===== config.mk =====
export PLATFORM = sky130hd
export DESIGN_NAME = chacha_round_flat
export DESIGN_NICKNAME = d
export VERILOG_FILES = /design/src/rtl/chacha_round_if.sv /design/src/rtl/chacha_round.sv /design/src/flat_wrapper.sv
export SDC_FILE = /design/constraint.sdc
export NUM_CORES = 2
export LEC_CHECK = 0
export ABC_AREA = 1
export BUFFER_PORTS_ARGS = -buffer_cell sky130_fd_sc_hd__buf_2
export CELL_PAD_IN_SITES_DETAIL_PLACEMENT = 0
export CELL_PAD_IN_SITES_GLOBAL_PLACEMENT = 1
export CORE_AREA = 4 4 397 399
export DETAILED_ROUTE_END_ITERATION = 16
export DIE_AREA = 0 0 401 403
export PLACE_DENSITY_LB_ADDON = 0.15
export SYNTH_ARGS = -nofsm -noshare
export SYNTH_HDL_FRONTEND = slang
export SYNTH_SLANG_ARGS = --single-unit

===== constraint.sdc =====
create_clock -name vclk -period 16.89
set_clock_uncertainty 0.05 [all_clocks]
set_input_delay 3.378 -clock vclk [all_inputs]
set_output_delay 3.378 -clock vclk [all_outputs]
set_load 0.01 [all_outputs]

===== src/rtl/chacha_round_if.sv =====
// ChaCha round data bus.
//   input_a..input_d   : state rows A..D. Word k of a row sits at bits [32k+31:32k].
//   op_type            : 0 = column round, 1 = diagonal round.
//   output_a..output_d : rows after one round, packed the same way as the inputs.
// There is no valid/ready pair on this bus. The round engine accepts whatever is
// presented every cycle and always drives a result, so the master may change the
// inputs at any time. The only timing contract is latency: 0 cycles in
// combinational mode, exactly 1 clock edge in registered mode.
// master : the side that supplies state and reads results (caller / testbench).
// slave  : the round engine.
interface chacha_round_if;
  logic [127:0] input_a;
  logic [127:0] input_b;
  logic [127:0] input_c;
  logic [127:0] input_d;
  logic         op_type;
  logic [127:0] output_a;
  logic [127:0] output_b;
  logic [127:0] output_c;
  logic [127:0] output_d;

  modport master (
    output input_a, input_b, input_c, input_d, op_type,
    input  output_a, output_b, output_c, output_d
  );

  modport slave (
    input  input_a, input_b, input_c, input_d, op_type,
    output output_a, output_b, output_c, output_d
  );
endinterface


===== src/rtl/chacha_round.sv =====
// One ChaCha round: four quarter-rounds evaluated in parallel on the 4x4 word state.
// Ports:
//   clock : rising-edge clock. Used only when REGISTERED_OUTPUT=1.
//   reset : asynchronous active-high reset. Clears the output registers when
//           REGISTERED_OUTPUT=1 and is ignored otherwise.
//   bus   : chacha_round_if slave. Carries the state rows in and out, plus op_type.
// Parameters:
//   REGISTERED_OUTPUT : 0 = purely combinational, 1 = outputs registered (1-cycle latency).
//   WORD_SIZE         : state word width. Only 32 is supported.
// Sequencing rounds (20 rounds, alternating op_type) is left to the caller.
module chacha_round #(
  parameter int REGISTERED_OUTPUT = 0,
  parameter int WORD_SIZE         = 32
) (
  input  logic            clock,
  input  logic            reset,
  chacha_round_if.slave   bus
);

  typedef logic [WORD_SIZE-1:0] word_t;

  function automatic word_t rotl(input word_t x, input int n);
    return (x << n) | (x >> (WORD_SIZE - n));
  endfunction

  // The quarter-round. Returns {d, c, b, a}.
  function automatic logic [4*WORD_SIZE-1:0] qr(input word_t a_in, input word_t b_in,
                                                input word_t c_in, input word_t d_in);
    word_t a;
    word_t b;
    word_t c;
    word_t d;
    a = a_in;
    b = b_in;
    c = c_in;
    d = d_in;
    a = a + b;  d = rotl(d ^ a, 16);
    c = c + d;  b = rotl(b ^ c, 12);
    a = a + b;  d = rotl(d ^ a, 8);
    c = c + d;  b = rotl(b ^ c, 7);
    return {d, c, b, a};
  endfunction

  word_t in_a [4];
  word_t in_b [4];
  word_t in_c [4];
  word_t in_d [4];
  word_t res_a [4];
  word_t res_b [4];
  word_t res_c [4];
  word_t res_d [4];

  logic [1:0]           sh;
  logic [1:0]           bi;
  logic [1:0]           ci;
  logic [1:0]           di;
  logic [4*WORD_SIZE-1:0] q;
  logic [127:0]         comb_a;
  logic [127:0]         comb_b;
  logic [127:0]         comb_c;
  logic [127:0]         comb_d;

  // Lane i always takes a[i]. The diagonal round shifts the b/c/d word
  // selection by 1/2/3 positions (mod 4). Every word is read exactly once and
  // written back to the position it came from, so the column and diagonal
  // rounds share the same four QR instances.
  always_comb begin
    sh     = {1'b0, bus.op_type};
    bi     = '0;
    ci     = '0;
    di     = '0;
    q      = '0;
    comb_a = '0;
    comb_b = '0;
    comb_c = '0;
    comb_d = '0;
    for (int i = 0; i < 4; i++) begin
      in_a[i]  = bus.input_a[WORD_SIZE*i +: WORD_SIZE];
      in_b[i]  = bus.input_b[WORD_SIZE*i +: WORD_SIZE];
      in_c[i]  = bus.input_c[WORD_SIZE*i +: WORD_SIZE];
      in_d[i]  = bus.input_d[WORD_SIZE*i +: WORD_SIZE];
      res_a[i] = '0;
      res_b[i] = '0;
      res_c[i] = '0;
      res_d[i] = '0;
    end
    for (int i = 0; i < 4; i++) begin
      bi = 2'(i) + sh;
      ci = bi + sh;
      di = ci + sh;
      q  = qr(in_a[i], in_b[bi], in_c[ci], in_d[di]);
      res_a[i]  = q[0*WORD_SIZE +: WORD_SIZE];
      res_b[bi] = q[1*WORD_SIZE +: WORD_SIZE];
      res_c[ci] = q[2*WORD_SIZE +: WORD_SIZE];
      res_d[di] = q[3*WORD_SIZE +: WORD_SIZE];
    end
    for (int i = 0; i < 4; i++) begin
      comb_a[WORD_SIZE*i +: WORD_SIZE] = res_a[i];
      comb_b[WORD_SIZE*i +: WORD_SIZE] = res_b[i];
      comb_c[WORD_SIZE*i +: WORD_SIZE] = res_c[i];
      comb_d[WORD_SIZE*i +: WORD_SIZE] = res_d[i];
    end
  end

  generate
    if (REGISTERED_OUTPUT != 0) begin : g_reg
      logic [127:0] out_a_q;
      logic [127:0] out_b_q;
      logic [127:0] out_c_q;
      logic [127:0] out_d_q;

      // No enable: a fresh result is captured on every edge. Reset wipes
      // whatever is in flight straight away.
      always_ff @(posedge clock or posedge reset) begin
        if (reset) begin
          out_a_q <= '0;
          out_b_q <= '0;
          out_c_q <= '0;
          out_d_q <= '0;
        end else begin
          out_a_q <= comb_a;
          out_b_q <= comb_b;
          out_c_q <= comb_c;
          out_d_q <= comb_d;
        end
      end

      assign bus.output_a = out_a_q;
      assign bus.output_b = out_b_q;
      assign bus.output_c = out_c_q;
      assign bus.output_d = out_d_q;
    end else begin : g_comb
      // In combinational mode clock and reset are deliberately left unused.
      logic unused_clk_rst;
      assign unused_clk_rst = clock ^ reset;

      assign bus.output_a = comb_a;
      assign bus.output_b = comb_b;
      assign bus.output_c = comb_c;
      assign bus.output_d = comb_d;
    end
  endgenerate

endmodule


===== src/flat_wrapper.sv =====
// flat-port wrapper written by rule: the top's interface ports become plain ports
module chacha_round_flat 
#(
  parameter int REGISTERED_OUTPUT = 0,
  parameter int WORD_SIZE         = 32
)
  (clock, reset, bus_input_a, bus_input_b, bus_input_c, bus_input_d, bus_op_type, bus_output_a, bus_output_b, bus_output_c, bus_output_d);
  chacha_round_if bus_i ();
  input  logic clock;
  input  logic reset;
  input wire logic [$bits(bus_i.input_a)-1:0] bus_input_a;
  input wire logic [$bits(bus_i.input_b)-1:0] bus_input_b;
  input wire logic [$bits(bus_i.input_c)-1:0] bus_input_c;
  input wire logic [$bits(bus_i.input_d)-1:0] bus_input_d;
  input wire logic [$bits(bus_i.op_type)-1:0] bus_op_type;
  output wire logic [$bits(bus_i.output_a)-1:0] bus_output_a;
  output wire logic [$bits(bus_i.output_b)-1:0] bus_output_b;
  output wire logic [$bits(bus_i.output_c)-1:0] bus_output_c;
  output wire logic [$bits(bus_i.output_d)-1:0] bus_output_d;
  assign bus_i.input_a = bus_input_a;
  assign bus_i.input_b = bus_input_b;
  assign bus_i.input_c = bus_input_c;
  assign bus_i.input_d = bus_input_d;
  assign bus_i.op_type = bus_op_type;
  assign bus_output_a = bus_i.output_a;
  assign bus_output_b = bus_i.output_b;
  assign bus_output_c = bus_i.output_c;
  assign bus_output_d = bus_i.output_d;
  chacha_round #(.REGISTERED_OUTPUT(REGISTERED_OUTPUT), .WORD_SIZE(WORD_SIZE)) u_core (.clock(clock), .reset(reset), .bus(bus_i));
endmodule

==> metrics.csv <==
stage;metric;value;unit
layout;commonest non-fill, non-tap cell in the layout;buf_4;
setup_path;crit path max fanout;7;
detailed_routing;post-DR vias/cell;5.320;
placed_design;Detailed Place HPWL;405300;µm
detailed_routing;first drt pass iteration count;8;
detailed_routing;DRT antenna net count;0;
detailed_routing;final WL;458300;µm
detailed_routing;drt drc;0;
logic_synthesis;Synthesized Nets;9178;
setup_path;slowest cell delay on critical path;0.40;ns
status;failing checks;setup timing;
global_routing;remaining global-route overflow;0;
timing;Finish-stage setup viols;158;
detailed_routing;routed len/inst;30.27;µm
layout;clkbuf count;0;
logic_synthesis;Mapped Cells;8170;
global_routing;first-pass GRT wire length;586900;µm
setup_path;worst path required time;13.46;ns
timing;final hold viol count;0;
timing;fin. max-slew vios;0;
logic_synthesis;Seq/Total Area, Yosys;0;
logic_synthesis;Syn Area/Cell;5.335;µm²
floorplan;die span in y;403;µm
placed_design;gpl congestion;1.239;
min_path;Hold WC Path Type;input pin to primary output;
timing;unrepaired setup endpoints after global routing;true;
floorplan;die area;161600;µm²
layout;layout cells sized above 1;0.4838;
global_routing;total track usage;0.5280;
layout;FF+latch count;0;
layout;Layout Area Growth over Synthesis;104.1;%
setup_path;crit start category;input pin;
floorplan;core area;153900;µm²
logic_synthesis;Post-Syn Area;43590;µm²
setup_path;CP max-delay cell;clkinvlp_4;
layout;nets;14070;
status;outcome;finished with violations;
placed_design;number of port buffers;1025;
logic_synthesis;synth warn;0;
timing;crit share post-route;1.041;
setup_path;critical path's most frequent cell;nand2_2;
floorplan;Starting Density;0.2833;
detailed_routing;DRT iter0 DRCs;11030;
timing;Slew @ Worst Pin;1.289;ns
global_routing;initial antenna violation count;62;
timing;Worst slew margin;0.1351;
setup_path;CP endpoint kind;primary output;
layout;FF/Latch Area;0;µm²
timing;hold slack;7.405;ns
setup_path;Worst EP arrival;14.15;ns
layout;most frequent cells in the layout;3,849 x buf_4, 2,358 x nand2_1, 1,152 x inv_1, 974 x buf_2, 583 x o21ai_0;
flow_run;max_cap viols;0;
timing;post-route minimum period;17.58;ns
global_routing;pin count of the biggest net entering global routing;101;
global_routing;number of global-route vias before repair;72460;
floorplan;I/O pin cnt;1027;
logic_synthesis;synth unique cells;64;
cts;hold_buf cts;0;
floorplan;Rows;144;
timing;min setup slack post-route;-0.6898;ns
timing;fmax;56.88;MHz
floorplan;Die X;401;µm
detailed_routing;Vias;80550;
setup_path;Setup CP Type;input pin to primary output;
==> cells by family (layout without fill, tap and decap cells) <==
logic type | after synthesis | count (layout) | share of synthesized area
xor gates and xnor gates | 673 | 673 | 0.1397
muxes | 3 | 3 | 0.0006890
adders and majority gates | 493 | 493 | 0.1441
AOI/OAI and AO/OA | 1539 | 1539 | 0.1917
buffers and inverters | 1377 | 6264 | 0.1204
other | 0 | 38 | 0
and+or+nand+nor | 4085 | 4085 | 0.4033
==> metrics by stage <==
step           utilization  TNS (ns)  std cells  instance area, µm²  worst slack [ns]
4_1_cts             0.5592    -3.412      15020               86040           -0.2087
3_3_place_gp        0.5121   -271.45      14690               78790            -1.952
3_5_place_dp        0.5121   -298.92      14690               78790            -2.010
5_1_grt             0.5776   -106.73      15100               88880            -1.140
2_1_floorplan            -         0       8170               43750          0.004158
6_report            0.5782    -54.68      15140               88970           -0.6898
==> worst max-delay path, delay by kind of cell <==
kind / cells / cell delay, ns
adder cells (fa/ha/maj): 4 / 1.18
XOR/XNOR: 3 / 0.65
AND/OR/NAND/NOR: 19 / 2.09
AO/OA/AOI/OAI: 25 / 3.69
buffers and inverters: 19 / 3.09
==> metal layers <==
metal	vias to the layer above	wire length (µm)	global-route usage
li1	36230	-	-
met1	37110	164300	0.6211
met2	5653	173900	0.7313
met3	1503	58460	0.1648
met4	42	61400	0.5479
met5	-	318	0
==> area by class of cell <==
type / instances / area, µm²
Antenna cell: 38 / 95.09
Fill cell: 15550 / 64900
Inverter: 1204 / 4569
Timing Repair inverter: 2 / 22.52
Tap cell: 2044 / 2557
Multi-Input combinational cell: 6793 / 44180
Timing Repair Buffer: 5058 / 37540
==> cell usage after synthesis (all sizes together) <==
cell type / instances / area (µm²)
nand2: 2722 / 10480
inv: 1204 / 4519
o21ai: 784 / 3961
nand3: 711 / 3801
a21oi: 529 / 2708
xor2: 496 / 4498
ha: 478 / 5981
nor2: 369 / 1524
xnor2: 176 / 1568
clkbuf: 117 / 439.2
or2: 95 / 596.8
nor3: 75 / 420.4
buf: 56 / 290.3
nand4: 56 / 362.8
a21boi: 42 / 315.3
o21bai: 40 / 300.3
a21o: 32 / 240.2
a31oi: 31 / 193.9
o21a: 31 / 232.7
nand3b: 26 / 198.9
a211oi: 17 / 127.6
and2: 16 / 100.1
fa: 15 / 300.3
nor4: 13 / 81.33
o221ai: 10 / 87.58
o211ai: 7 / 52.55
a221oi: 5 / 43.79
mux2i: 3 / 30.03
o311ai: 3 / 26.28
o2111ai: 2 / 17.52
o31ai: 2 / 15.01
a221o: 1 / 10.01
a31o: 1 / 8.760
and3: 1 / 6.260
nand2b: 1 / 6.260
o211a: 1 / 10.01
o22ai: 1 / 6.260
xor3: 1 / 23.77
==> worst paths after layout <==
path / depth (start not counted) / to / slack, ns / from
max: 70 / bus_output_c[90] / -0.69 / bus_op_type
min: 4 / bus_output_a[32] / 7.41 / bus_input_a[32]
==> timing repair <==
action                                 in CTS  in global routing
gates resized for setup                   984                458
endpoints found under the hold margin       0                  0
pin swaps                                 342                278
buffers inserted                          320                 92
setup endpoints to repair                 247                208
gates cloned                               17                  1
Power is not shown: default switching activity piles up to over one toggle a cycle in this logic, so the estimate is an artifact.
